<file path="config.mk">
export PLATFORM = sky130hd
export DESIGN_NAME = pac_grid_mover
export DESIGN_NICKNAME = d
export VERILOG_FILES = /design/src/rtl/pac_grid_mover.sv
export SDC_FILE = /design/constraint.sdc
export NUM_CORES = 1
export LEC_CHECK = 0
export ABC_AREA = 0
export BUFFER_PORTS_ARGS = -buffer_cell sky130_fd_sc_hd__buf_2
export CAP_MARGIN = 20
export CORE_MARGIN = 3
export CORE_UTILIZATION = 30
export CTS_CLUSTER_DIAMETER = 120
export CTS_CLUSTER_SIZE = 12
export DETAILED_ROUTE_END_ITERATION = 12
export GPL_TIMING_DRIVEN = 0
export SLEW_MARGIN = 20
export SYNTH_ARGS = -nofsm -noshare
export SYNTH_HDL_FRONTEND = slang
export SYNTH_SLANG_ARGS = --single-unit
</file>
<file path="constraint.sdc">
create_clock -name Clk -period 3.3 [get_ports Clk]
set_clock_uncertainty 0.1 [all_clocks]
set_input_delay 0.33 -clock Clk [delete_from_list [all_inputs] [get_ports Clk]]
set_output_delay 0.33 -clock Clk [all_outputs]
set_load 0.05 [all_outputs]
</file>
<file path="src/rtl/pac_grid_mover.sv">
// Tile-grid sprite mover: one step per frame, turns latched from the keyboard and
// committed only at tile alignment after a wall-map query over a req/ack handshake.
module pac_grid_mover #(
    parameter int          W         = 10,
    parameter int          X_CENTER  = 320,
    parameter int          Y_CENTER  = 240,
    parameter int          X_MIN     = 0,
    parameter int          X_MAX     = 639,
    parameter int          Y_MIN     = 0,
    parameter int          Y_MAX     = 479,
    parameter int          STEP      = 1,
    parameter int          SIZE      = 4,
    parameter int          TILE_LOG2 = 3,
    parameter int          WRAP_X    = 0,
    parameter logic [15:0] KEY_UP    = 16'h001a,
    parameter logic [15:0] KEY_DOWN  = 16'h0016,
    parameter logic [15:0] KEY_LEFT  = 16'h0004,
    parameter logic [15:0] KEY_RIGHT = 16'h0007
) (
    input  logic         Clk,
    input  logic         Reset,
    input  logic         frame_clk,
    input  logic [15:0]  keycode,
    input  logic         wall_ack,
    input  logic         wall_blocked,
    output logic         wall_req,
    output logic [W-1:0] tile_x,
    output logic [W-1:0] tile_y,
    output logic [W-1:0] posX,
    output logic [W-1:0] posY,
    output logic [W-1:0] size,
    output logic [2:0]   dir,
    output logic         frame_overrun
);

    typedef enum logic [1:0] {
        WAIT_FRAME,
        QUERY_TURN,
        QUERY_FWD,
        MOVE
    } state_t;

    localparam logic [2:0] DIR_NONE  = 3'd0;
    localparam logic [2:0] DIR_UP    = 3'd1;
    localparam logic [2:0] DIR_DOWN  = 3'd2;
    localparam logic [2:0] DIR_LEFT  = 3'd3;
    localparam logic [2:0] DIR_RIGHT = 3'd4;

    // Edge arithmetic runs one bit wider so overflow past a bound is visible.
    localparam logic [W:0]   X_MIN_E = (W+1)'(X_MIN);
    localparam logic [W:0]   X_MAX_E = (W+1)'(X_MAX);
    localparam logic [W:0]   Y_MIN_E = (W+1)'(Y_MIN);
    localparam logic [W:0]   Y_MAX_E = (W+1)'(Y_MAX);
    localparam logic [W:0]   STEP_E  = (W+1)'(STEP);
    localparam logic [W:0]   SPAN_E  = (W+1)'(X_MAX - X_MIN + 1);
    localparam logic [W-1:0] X_MIN_W = W'(X_MIN);
    localparam logic [W-1:0] X_MAX_W = W'(X_MAX);
    localparam logic [W-1:0] Y_MIN_W = W'(Y_MIN);
    localparam logic [W-1:0] Y_MAX_W = W'(Y_MAX);
    localparam logic [W-1:0] STEP_W  = W'(STEP);
    localparam logic [W-1:0] ONE_W   = W'(1);

    state_t         state;
    logic [2:0]     pending;
    logic [2:0]     key_dir;
    logic [2:0]     query_dir;
    logic           frame_sync;
    logic           frame_prev;
    logic           frame_rise;
    logic           aligned;
    logic [W-1:0]   cur_tx;
    logic [W-1:0]   cur_ty;
    logic [W-1:0]   next_tx;
    logic [W-1:0]   next_ty;
    logic [W:0]     pos_x_e;
    logic [W:0]     pos_y_e;

    assign size       = W'(SIZE);
    assign frame_rise = frame_sync & ~frame_prev;
    assign aligned    = (posX[TILE_LOG2-1:0] == '0) && (posY[TILE_LOG2-1:0] == '0);
    assign cur_tx     = posX >> TILE_LOG2;
    assign cur_ty     = posY >> TILE_LOG2;
    assign pos_x_e    = {1'b0, posX};
    assign pos_y_e    = {1'b0, posY};
    assign query_dir  = (state == QUERY_TURN) ? pending : dir;

    always_comb begin
        key_dir = DIR_NONE;
        if (keycode == KEY_UP)
            key_dir = DIR_UP;
        else if (keycode == KEY_DOWN)
            key_dir = DIR_DOWN;
        else if (keycode == KEY_LEFT)
            key_dir = DIR_LEFT;
        else if (keycode == KEY_RIGHT)
            key_dir = DIR_RIGHT;
    end

    // Neighbouring tile in whichever direction the current query is about.
    always_comb begin
        next_tx = cur_tx;
        next_ty = cur_ty;
        case (query_dir)
            DIR_UP:    next_ty = cur_ty - ONE_W;
            DIR_DOWN:  next_ty = cur_ty + ONE_W;
            DIR_LEFT:  next_tx = cur_tx - ONE_W;
            DIR_RIGHT: next_tx = cur_tx + ONE_W;
            default:   ;
        endcase
    end

    always_ff @(posedge Clk or posedge Reset) begin
        if (Reset) begin
            state         <= WAIT_FRAME;
            posX          <= W'(X_CENTER);
            posY          <= W'(Y_CENTER);
            dir           <= DIR_NONE;
            pending       <= DIR_NONE;
            wall_req      <= 1'b0;
            tile_x        <= '0;
            tile_y        <= '0;
            frame_overrun <= 1'b0;
            frame_sync    <= 1'b0;
            frame_prev    <= 1'b0;
        end else begin
            frame_sync <= frame_clk;
            frame_prev <= frame_sync;
            if (frame_rise && state != WAIT_FRAME)
                frame_overrun <= 1'b1;

            case (state)
                WAIT_FRAME: begin
                    if (frame_rise) begin
                        if (aligned && pending != DIR_NONE && pending != dir)
                            state <= QUERY_TURN;
                        else if (aligned && dir != DIR_NONE)
                            state <= QUERY_FWD;
                        else
                            state <= MOVE;
                    end
                end

                // Request is raised once, with the tile frozen until the ack arrives.
                QUERY_TURN: begin
                    if (!wall_req) begin
                        wall_req <= 1'b1;
                        tile_x   <= next_tx;
                        tile_y   <= next_ty;
                    end else if (wall_ack) begin
                        wall_req <= 1'b0;
                        if (!wall_blocked) begin
                            dir     <= pending;
                            pending <= DIR_NONE;
                            state   <= (pending != DIR_NONE) ? QUERY_FWD : MOVE;
                        end else begin
                            state   <= (dir != DIR_NONE) ? QUERY_FWD : MOVE;
                        end
                    end
                end

                QUERY_FWD: begin
                    if (!wall_req) begin
                        wall_req <= 1'b1;
                        tile_x   <= next_tx;
                        tile_y   <= next_ty;
                    end else if (wall_ack) begin
                        wall_req <= 1'b0;
                        if (wall_blocked)
                            dir <= DIR_NONE;
                        state <= MOVE;
                    end
                end

                // Y and non-wrapping X saturate at the bound and stop the sprite.
                MOVE: begin
                    case (dir)
                        DIR_UP: begin
                            if (pos_y_e < Y_MIN_E + STEP_E) begin
                                posY <= Y_MIN_W;
                                dir  <= DIR_NONE;
                            end else begin
                                posY <= posY - STEP_W;
                            end
                        end
                        DIR_DOWN: begin
                            if (pos_y_e + STEP_E > Y_MAX_E) begin
                                posY <= Y_MAX_W;
                                dir  <= DIR_NONE;
                            end else begin
                                posY <= posY + STEP_W;
                            end
                        end
                        DIR_LEFT: begin
                            if (pos_x_e < X_MIN_E + STEP_E) begin
                                if (WRAP_X != 0) begin
                                    posX <= W'(pos_x_e + SPAN_E - STEP_E);
                                end else begin
                                    posX <= X_MIN_W;
                                    dir  <= DIR_NONE;
                                end
                            end else begin
                                posX <= posX - STEP_W;
                            end
                        end
                        DIR_RIGHT: begin
                            if (pos_x_e + STEP_E > X_MAX_E) begin
                                if (WRAP_X != 0) begin
                                    posX <= W'(pos_x_e + STEP_E - SPAN_E);
                                end else begin
                                    posX <= X_MAX_W;
                                    dir  <= DIR_NONE;
                                end
                            end else begin
                                posX <= posX + STEP_W;
                            end
                        end
                        default: ;
                    endcase
                    state <= WAIT_FRAME;
                end

                default: state <= WAIT_FRAME;
            endcase

            // A key seen this cycle outranks the clear from a committed turn.
            if (key_dir != DIR_NONE)
                pending <= key_dir;
        end
    end

endmodule

</file>
## Word-level counts from Yosys, hierarchy flattened

Index checks and enable logic that the tools add are counted.

- Register bits after elaboration: 52
- Latch bits: 0
- RAM bits: 0
- Bits in read-only memories: 0
- Input port bits: 21
- Output and inout port bits: 55
- Memories kept: 0

- $add $sub $neg: 10
- Multiply operators: 0
- Div/mod/pow operators: 0
- $lt $le $gt $ge: 4
- Eq/ne operators: 29
- Shift operators: 0
- Muxes and demuxes: 43
- Bitwise logic cells: 3
- Reductions and logical operators: 25

Operators by type and width:

| cell | number |
|---|---|
| case mux 10 bit (2 select lines) | 4 |
| 2-to-1 mux 3 bit | 20 |
| 2-to-1 mux 10 bit | 4 |
| == test 16 x 3 -> 1 bit (second input constant) | 2 |
| == test 16 x 5 -> 1 bit (second input constant) | 2 |
| adder 10 x 1 -> 11 bit (second input constant) | 2 |
| adder 10 x 1 -> 10 bit (second input constant) | 2 |
| < comparator 10 x 1 -> 1 bit (second input constant) | 2 |
| subtractor 10 x 1 -> 10 bit (second input constant) | 2 |
| adder 7 x 1 -> 8 bit (second input constant) | 2 |
| subtractor 7 x 1 -> 8 bit (second input constant) | 2 |
| != test 2 bit (second input constant) | 7 |
| == test 3 x 2 -> 1 bit (second input constant) | 4 |
| 2-to-1 mux 2 bit | 6 |
| != test 3 bit (second input constant) | 4 |
| case mux 3 bit (4 select lines) | 1 |
| AND reduction 12 bit | 1 |
| nonzero test 2 bit | 6 |
| nonzero test 3 bit | 4 |
| > comparator 11 x 10 -> 1 bit (second input constant) | 1 |
| > comparator 11 x 9 -> 1 bit (second input constant) | 1 |
| case mux 3 bit (3 select lines) | 1 |
| case mux 2 bit (4 select lines) | 1 |
| == test 3 x 1 -> 1 bit (second input constant) | 2 |
| other kinds (16) | 31 |

## Logic depth before layout (Yosys ltp)

- Depth in word-level cells: 8
- Mapped depth: 9
- Mapped depth without buffers: 8

## Worst setup path before layout

OpenSTA, ideal clock, no wires.

- Path type: reg-to-reg
- Start: register posX[0]
- End: register dir[0]
- Library setup time: 0.126 ns
- Data arrival time: 2.444 ns
- Required time: 3.074 ns
- Path slack: 0.630 ns
- Stages on the path, launching flop included: 9
- Buffers on the path: 1
- Cells stage by stage: dfrtp_1 ha_1 buf_2 nand4_1 xor2_1 a21o_1 a31oi_4 o21ai_2 a221o_1

- Cells in the longest elaborated chain, start to end: 4
- Elaborated cells between the ends (all ways): 6
- Those cells by class: add/sub: 1; order compare: 2; eq/ne: 2; reduce/logical: 1

RTL lines:

| item | RTL line | text |
|---|---|---|
| from (decl) | 29 | `output logic [W-1:0] posX,` |
| from (signal assigned) | 115 | `posX <= W'(X_CENTER);` |
| from (signal assigned) | 196 | `posX <= W'(pos_x_e + SPAN_E - STEP_E);` |
| from (signal assigned) | 202 | `posX <= posX - STEP_W;` |
| adder 10 x 1 -> 11 bit | 206 | `if (pos_x_e + STEP_E > X_MAX_E) begin` |
| > comparator 11 x 10 -> 1 bit | 206 |  |
| != test 3 bit (no line) | -- |  |
| AND reduction 12 bit (no line) * | -- |  |
| to (signal assigned) | 152 | `dir <= pending;` |
| to (decl) | 32 | `output logic [2:0] dir,` |

Mark *: on every way between the ends. The rest lies on a longest branch, timed or not.
A chain may end at the register's enable or synchronous reset.

## Final worst setup path

- Start: register state[0]
- End: register posY[5]

- Cells in the longest elaborated chain, start to end: 2

RTL lines:

| item | RTL line | text |
|---|---|---|
| from (decl) | 63 | `state_t state;` |
| from (signal assigned) | 154 | `state <= (pending != DIR_NONE) ? QUERY_FWD : MOVE;` |
| from (signal assigned) | 156 | `state <= (dir != DIR_NONE) ? QUERY_FWD : MOVE;` |
| == test 2 bit | 131 | `case (state)` |
| AND reduction 2 bit (no line) | -- |  |
| to (signal assigned) | 116 | `posY <= W'(Y_CENTER);` |
| to (signal assigned) | 182 | `posY <= posY - STEP_W;` |
| to (signal assigned) | 190 | `posY <= posY + STEP_W;` |
| to (decl) | 30 | `output logic [W-1:0] posY,` |

Every way passes these cells.

==> run_summary.xml <==
<?xml version="1.0" encoding="UTF-8"?>
<metrics>
  <group name="outcome">
    <metric name="outcome" unit="">finished clean</metric>
  </group>
  <group name="floorplanning">
    <metric name="floorplan.die_area" unit="mm^2">0.0151</metric>
    <metric name="floorplan.rows" unit="">42</metric>
    <metric name="floorplan.initialDensity" unit="">0.309</metric>
    <metric name="chipWidth" unit="um">123</metric>
    <metric name="floorplan.io_pins" unit="">76</metric>
    <metric name="placeableCoreArea" unit="mm^2">0.0133</metric>
    <metric name="chipHeight" unit="um">123</metric>
  </group>
  <group name="logic_synthesis">
    <metric name="synth_cell_types" unit="">81</metric>
    <metric name="ys_top_cells_by_area" unit="">sky130_fd_sc_hd__dfrtp_1 (27%), sky130_fd_sc_hd__nand2_1 (6.2%), sky130_fd_sc_hd__ha_1 (4.9%), sky130_fd_sc_hd__xnor2_1 (4.5%), sky130_fd_sc_hd__dfstp_2 (3.8%)</metric>
    <metric name="syn_area_per_cell" unit="um^2">8.09</metric>
    <metric name="synthTopCellsByCount" unit="">sky130_fd_sc_hd__nand2_1 (68), sky130_fd_sc_hd__dfrtp_1 (44), sky130_fd_sc_hd__nor2_1 (33), sky130_fd_sc_hd__o21ai_0 (26), sky130_fd_sc_hd__xnor2_1 (21)</metric>
    <metric name="synth_async_sr_flop_share" unit="">1.00</metric>
    <metric name="post_synth_instance_area" unit="mm^2">0.00411</metric>
    <metric name="seq_area_frac_synth" unit="">0.306</metric>
    <metric name="postSynth.topFlopCell" unit="">sky130_fd_sc_hd__dfrtp_1</metric>
    <metric name="post-synth-top-area-fraction" unit="">0.268</metric>
    <metric name="yosys_warnings" unit="">0</metric>
    <metric name="yosys.cell_count.top_type" unit="">sky130_fd_sc_hd__nand2_1</metric>
    <metric name="synth_seq_cells" unit="">50</metric>
    <metric name="synth-edff-count" unit="">0</metric>
    <metric name="post_synth_inst_count" unit="">508</metric>
    <metric name="synthDominantAreaCellType" unit="">sky130_fd_sc_hd__dfrtp_1</metric>
  </group>
  <group name="setup_path">
    <metric name="cp_cell_sequence" unit="">ha_1 -&gt; clkbuf_1 -&gt; nor3b_1 -&gt; clkbuf_1 -&gt; a21oi_1 -&gt; nor2_1</metric>
    <metric name="setup.reg_to_reg.worst_slack" unit="ns">0.51</metric>
    <metric name="crit_top_cell" unit="">sky130_fd_sc_hd__clkbuf_1</metric>
    <metric name="crit_slowest_cell" unit="">sky130_fd_sc_hd__nor3b_1</metric>
    <metric name="crit_path_max_incr_delay" unit="ns">0.94</metric>
    <metric name="critical_path.endpoint_type" unit="">flip-flop</metric>
    <metric name="cp-start-kind" unit="">flip-flop</metric>
    <metric name="timing.critical_path.arrival" unit="ns">2.92</metric>
    <metric name="worst-r2r-cell-count" unit="">6</metric>
    <metric name="worst-setup-path-type" unit="">reg -&gt; reg</metric>
    <metric name="cp_data_required_time" unit="ns">3.42</metric>
    <metric name="rr_endpoint" unit="">posY[5]$_DFFE_PP1P_</metric>
    <metric name="worst_r2r_startpoint" unit="">state[0]$_DFFE_PP0P_</metric>
    <metric name="critPathMaxFanout" unit="">10</metric>
  </group>
  <group name="timing">
    <metric name="final_period_minus_worst_setup_slack" unit="ns">2.79</metric>
    <metric name="worst_pin_slew" unit="ns">1.11</metric>
    <metric name="worst_slew_margin_rel" unit="">0.261</metric>
    <metric name="hold_violations" unit="">0</metric>
    <metric name="setup_viol" unit="">0</metric>
    <metric name="hold-worst-slack" unit="ns">0.0375</metric>
    <metric name="period_share" unit="">0.847</metric>
    <metric name="achievable-frequency" unit="GHz">0.358</metric>
    <metric name="timing_max_transition_violations_final" unit="">0</metric>
    <metric name="final_total_negative_setup_slack" unit="ns">0</metric>
    <metric name="grt_setup_unrepaired" unit="">false</metric>
  </group>
  <group name="final_layout">
    <metric name="area_delta_synth_final" unit="%">18.9</metric>
    <metric name="drive_gt1_frac" unit="">0.222</metric>
    <metric name="area.sequential" unit="mm^2">0.00126</metric>
    <metric name="multiInputGateArea" unit="mm^2">0.00256</metric>
    <metric name="n_diodes" unit="">0</metric>
    <metric name="filler_cell_count" unit="">1416</metric>
    <metric name="finalNetCount" unit="">627</metric>
    <metric name="post_layout_nonfiller_instances" unit="">767</metric>
  </group>
  <group name="hold_path">
    <metric name="min_delay_worst_endpoint" unit="">frame_sync$_DFF_PP0_</metric>
    <metric name="min-delay-path-class" unit="">in -&gt; reg</metric>
    <metric name="hold_depth" unit="">1</metric>
    <metric name="min_from" unit="">frame_clk</metric>
  </group>
  <group name="clock_tree">
    <metric name="tritoncts_buffer_count" unit="">5</metric>
    <metric name="clock_transition_at_path_regs" unit="ns">0.07</metric>
    <metric name="post_cts_buffers" unit="">0</metric>
    <metric name="count_of_instances_resized_after_the_clock_tree_is_built" unit="">0</metric>
    <metric name="clk_latency" unit="ns">0.29</metric>
    <metric name="cts.sink_count" unit="">50</metric>
    <metric name="clockBufferDepth" unit="">2</metric>
    <metric name="clock_tree.root_cell" unit="">sky130_fd_sc_hd__clkbuf_16</metric>
    <metric name="cts_max_level" unit="">2</metric>
    <metric name="tritoncts_clock_tree" unit="">built</metric>
  </group>
  <group name="placed_design">
    <metric name="io_buffers" unit="">65</metric>
    <metric name="place_congestion" unit="">0.888</metric>
    <metric name="place.detailed.instances" unit="">758</metric>
    <metric name="post_detail_place_hpwl" unit="um">8840</metric>
  </group>
  <group name="routing">
    <metric name="route.detailed.wl_per_inst" unit="um">15.1</metric>
    <metric name="detail_route.drc_violations" unit="">0</metric>
    <metric name="route.antenna.remaining_nets" unit="">0</metric>
    <metric name="drt-total-wl" unit="um">11500</metric>
    <metric name="drt_first_pass_iters" unit="">5</metric>
    <metric name="detailedRoute.firstIterationViolations" unit="">273</metric>
    <metric name="vias_per_cell" unit="">5.28</metric>
    <metric name="route.vias.total" unit="">4048</metric>
  </group>
  <group name="global_route">
    <metric name="grt_overflow" unit="">0</metric>
    <metric name="antenna_found_initial" unit="">0</metric>
    <metric name="grt_start_max_net_pins" unit="">33</metric>
    <metric name="grt_pass1_vias" unit="">3772</metric>
    <metric name="grt_pass1_wl" unit="um">19400</metric>
    <metric name="groute.usage.overall" unit="">0.159</metric>
  </group>
  <group name="pwr">
    <metric name="power-per-cell-area" unit="mW/mm^2">553</metric>
    <metric name="power.leakage" unit="nW">2.15</metric>
    <metric name="worst_ir_drop_vdd" unit="mV">0.197</metric>
  </group>
  <group name="run">
    <metric name="maxCapViolations" unit="">0</metric>
  </group>
</metrics>
-- cells by family (layout without fill, tap and decap cells) --
| group | Yosys count | in the layout | share of synthesized area |
|---|---|---|---|
| multiplexers | 9 | 9 | 0.0231 |
| adder cells (fa/ha/maj) | 16 | 16 | 0.0487 |
| other | 2 | 10 | 0.00183 |
| AO/OA/AOI/OAI | 143 | 143 | 0.238 |
| XOR/XNOR | 26 | 26 | 0.0554 |
| buffers and inverters | 67 | 142 | 0.0779 |
| AND/OR/NAND/NOR | 195 | 195 | 0.249 |
| flip-flops | 50 | 50 | 0.306 |
-- worst max path at each step --
stage	startpoint	end	depth (start not counted)
floorplan	posX[0]$_DFFE_PP0P_	dir[0]$_DFFE_PP0P_	8
global placement	state[0]$_DFFE_PP0P_	posY[5]$_DFFE_PP1P_	6
detailed placement	posX[0]$_DFFE_PP0P_	dir[0]$_DFFE_PP0P_	8
CTS	state[0]$_DFFE_PP0P_	posY[1]$_DFFE_PP0P_	6
global route	state[0]$_DFFE_PP0P_	posY[5]$_DFFE_PP1P_	6
finish	state[0]$_DFFE_PP0P_	posY[5]$_DFFE_PP1P_	6
-- flip-flops by register name (all words and copies together) (netlist names), 2 cells and up --
| signal | cells |
|---|---|
| posX | 10 |
| dir | 3 |
| pending | 3 |
| state | 2 |
| tile_y | 9 |
| tile_x | 9 |
| posY | 10 |
-- layout by cell type, fill, tap and decap left out, drive strengths merged, types with 4 or more instances in the layout --
master  count
dfrtp      44
or3b        4
o31ai       6
a21o        4
nor3b       5
nor2       33
a31oi      12
nor4        7
nor3       15
o21ai      47
mux2        4
clkbuf     26
or4         6
o211ai      5
nand3b      5
o22ai       9
nand4       7
a211oi      4
inv        21
buf        93
ha         16
a21oi      21
and2        4
nand3      19
mux2i       5
o32ai       4
o21a        4
nand2      68
xor2        5
dfstp       6
xnor2      21
or2         7
conb       10
-- critical path, delay by kind of cell (launching register included) --
kind	cells	cell delay, ns
simple gates	2	1.08
flops	1	0.40
compound gates	1	0.12
buf+inv	2	0.82
fa+ha+maj	1	0.19
-- final cells by class --
class,count,area share
inverter,21,0.0161
sequential,50,0.257
timing repair buffer,67,0.0727
clock buffer,7,0.0292
multi-input combinational,399,0.524
buffer,46,0.0494
clock inverter,1,0.00614
tap,176,0.0450
-- timing repair --
action                                  CTS  global route
hold buffers                              1             0
endpoints found under the setup margin    0             0
hold endpoints to repair                 14             0
-- power by group --
part	leakage, nW	switching (W)	internal (W)
combinational	1.41	0.000889	0.000407
clock	0.0841	0.000238	0.000380
sequential	0.651	0.0000885	0.000701
-- per-stage QoR --
stage,util,total power (W),area (um^2),setup WS (ns)
after CTS,0.368,0.00271,4890,0.567
after floorplan,-,0.00178,4140,0.630
after detailed placement,0.354,0.00209,4710,0.593
after global placement,0.352,0.00206,4690,0.641
final,0.368,0.00270,4890,0.506
after global routing,0.368,0.00290,4890,0.289
-- layer usage --
metal	GRT usage	share of wire	wire, um	vias up
li1	-	-	-	1979
met1	0.224	0.46	5300	1900
met2	0.250	0.46	5280	161
met3	0.0265	0.071	819	8
met4	0.0450	0.012	141	0
met5	0	0	0	-
No activity file was read; power rests on OpenSTA's default activity.
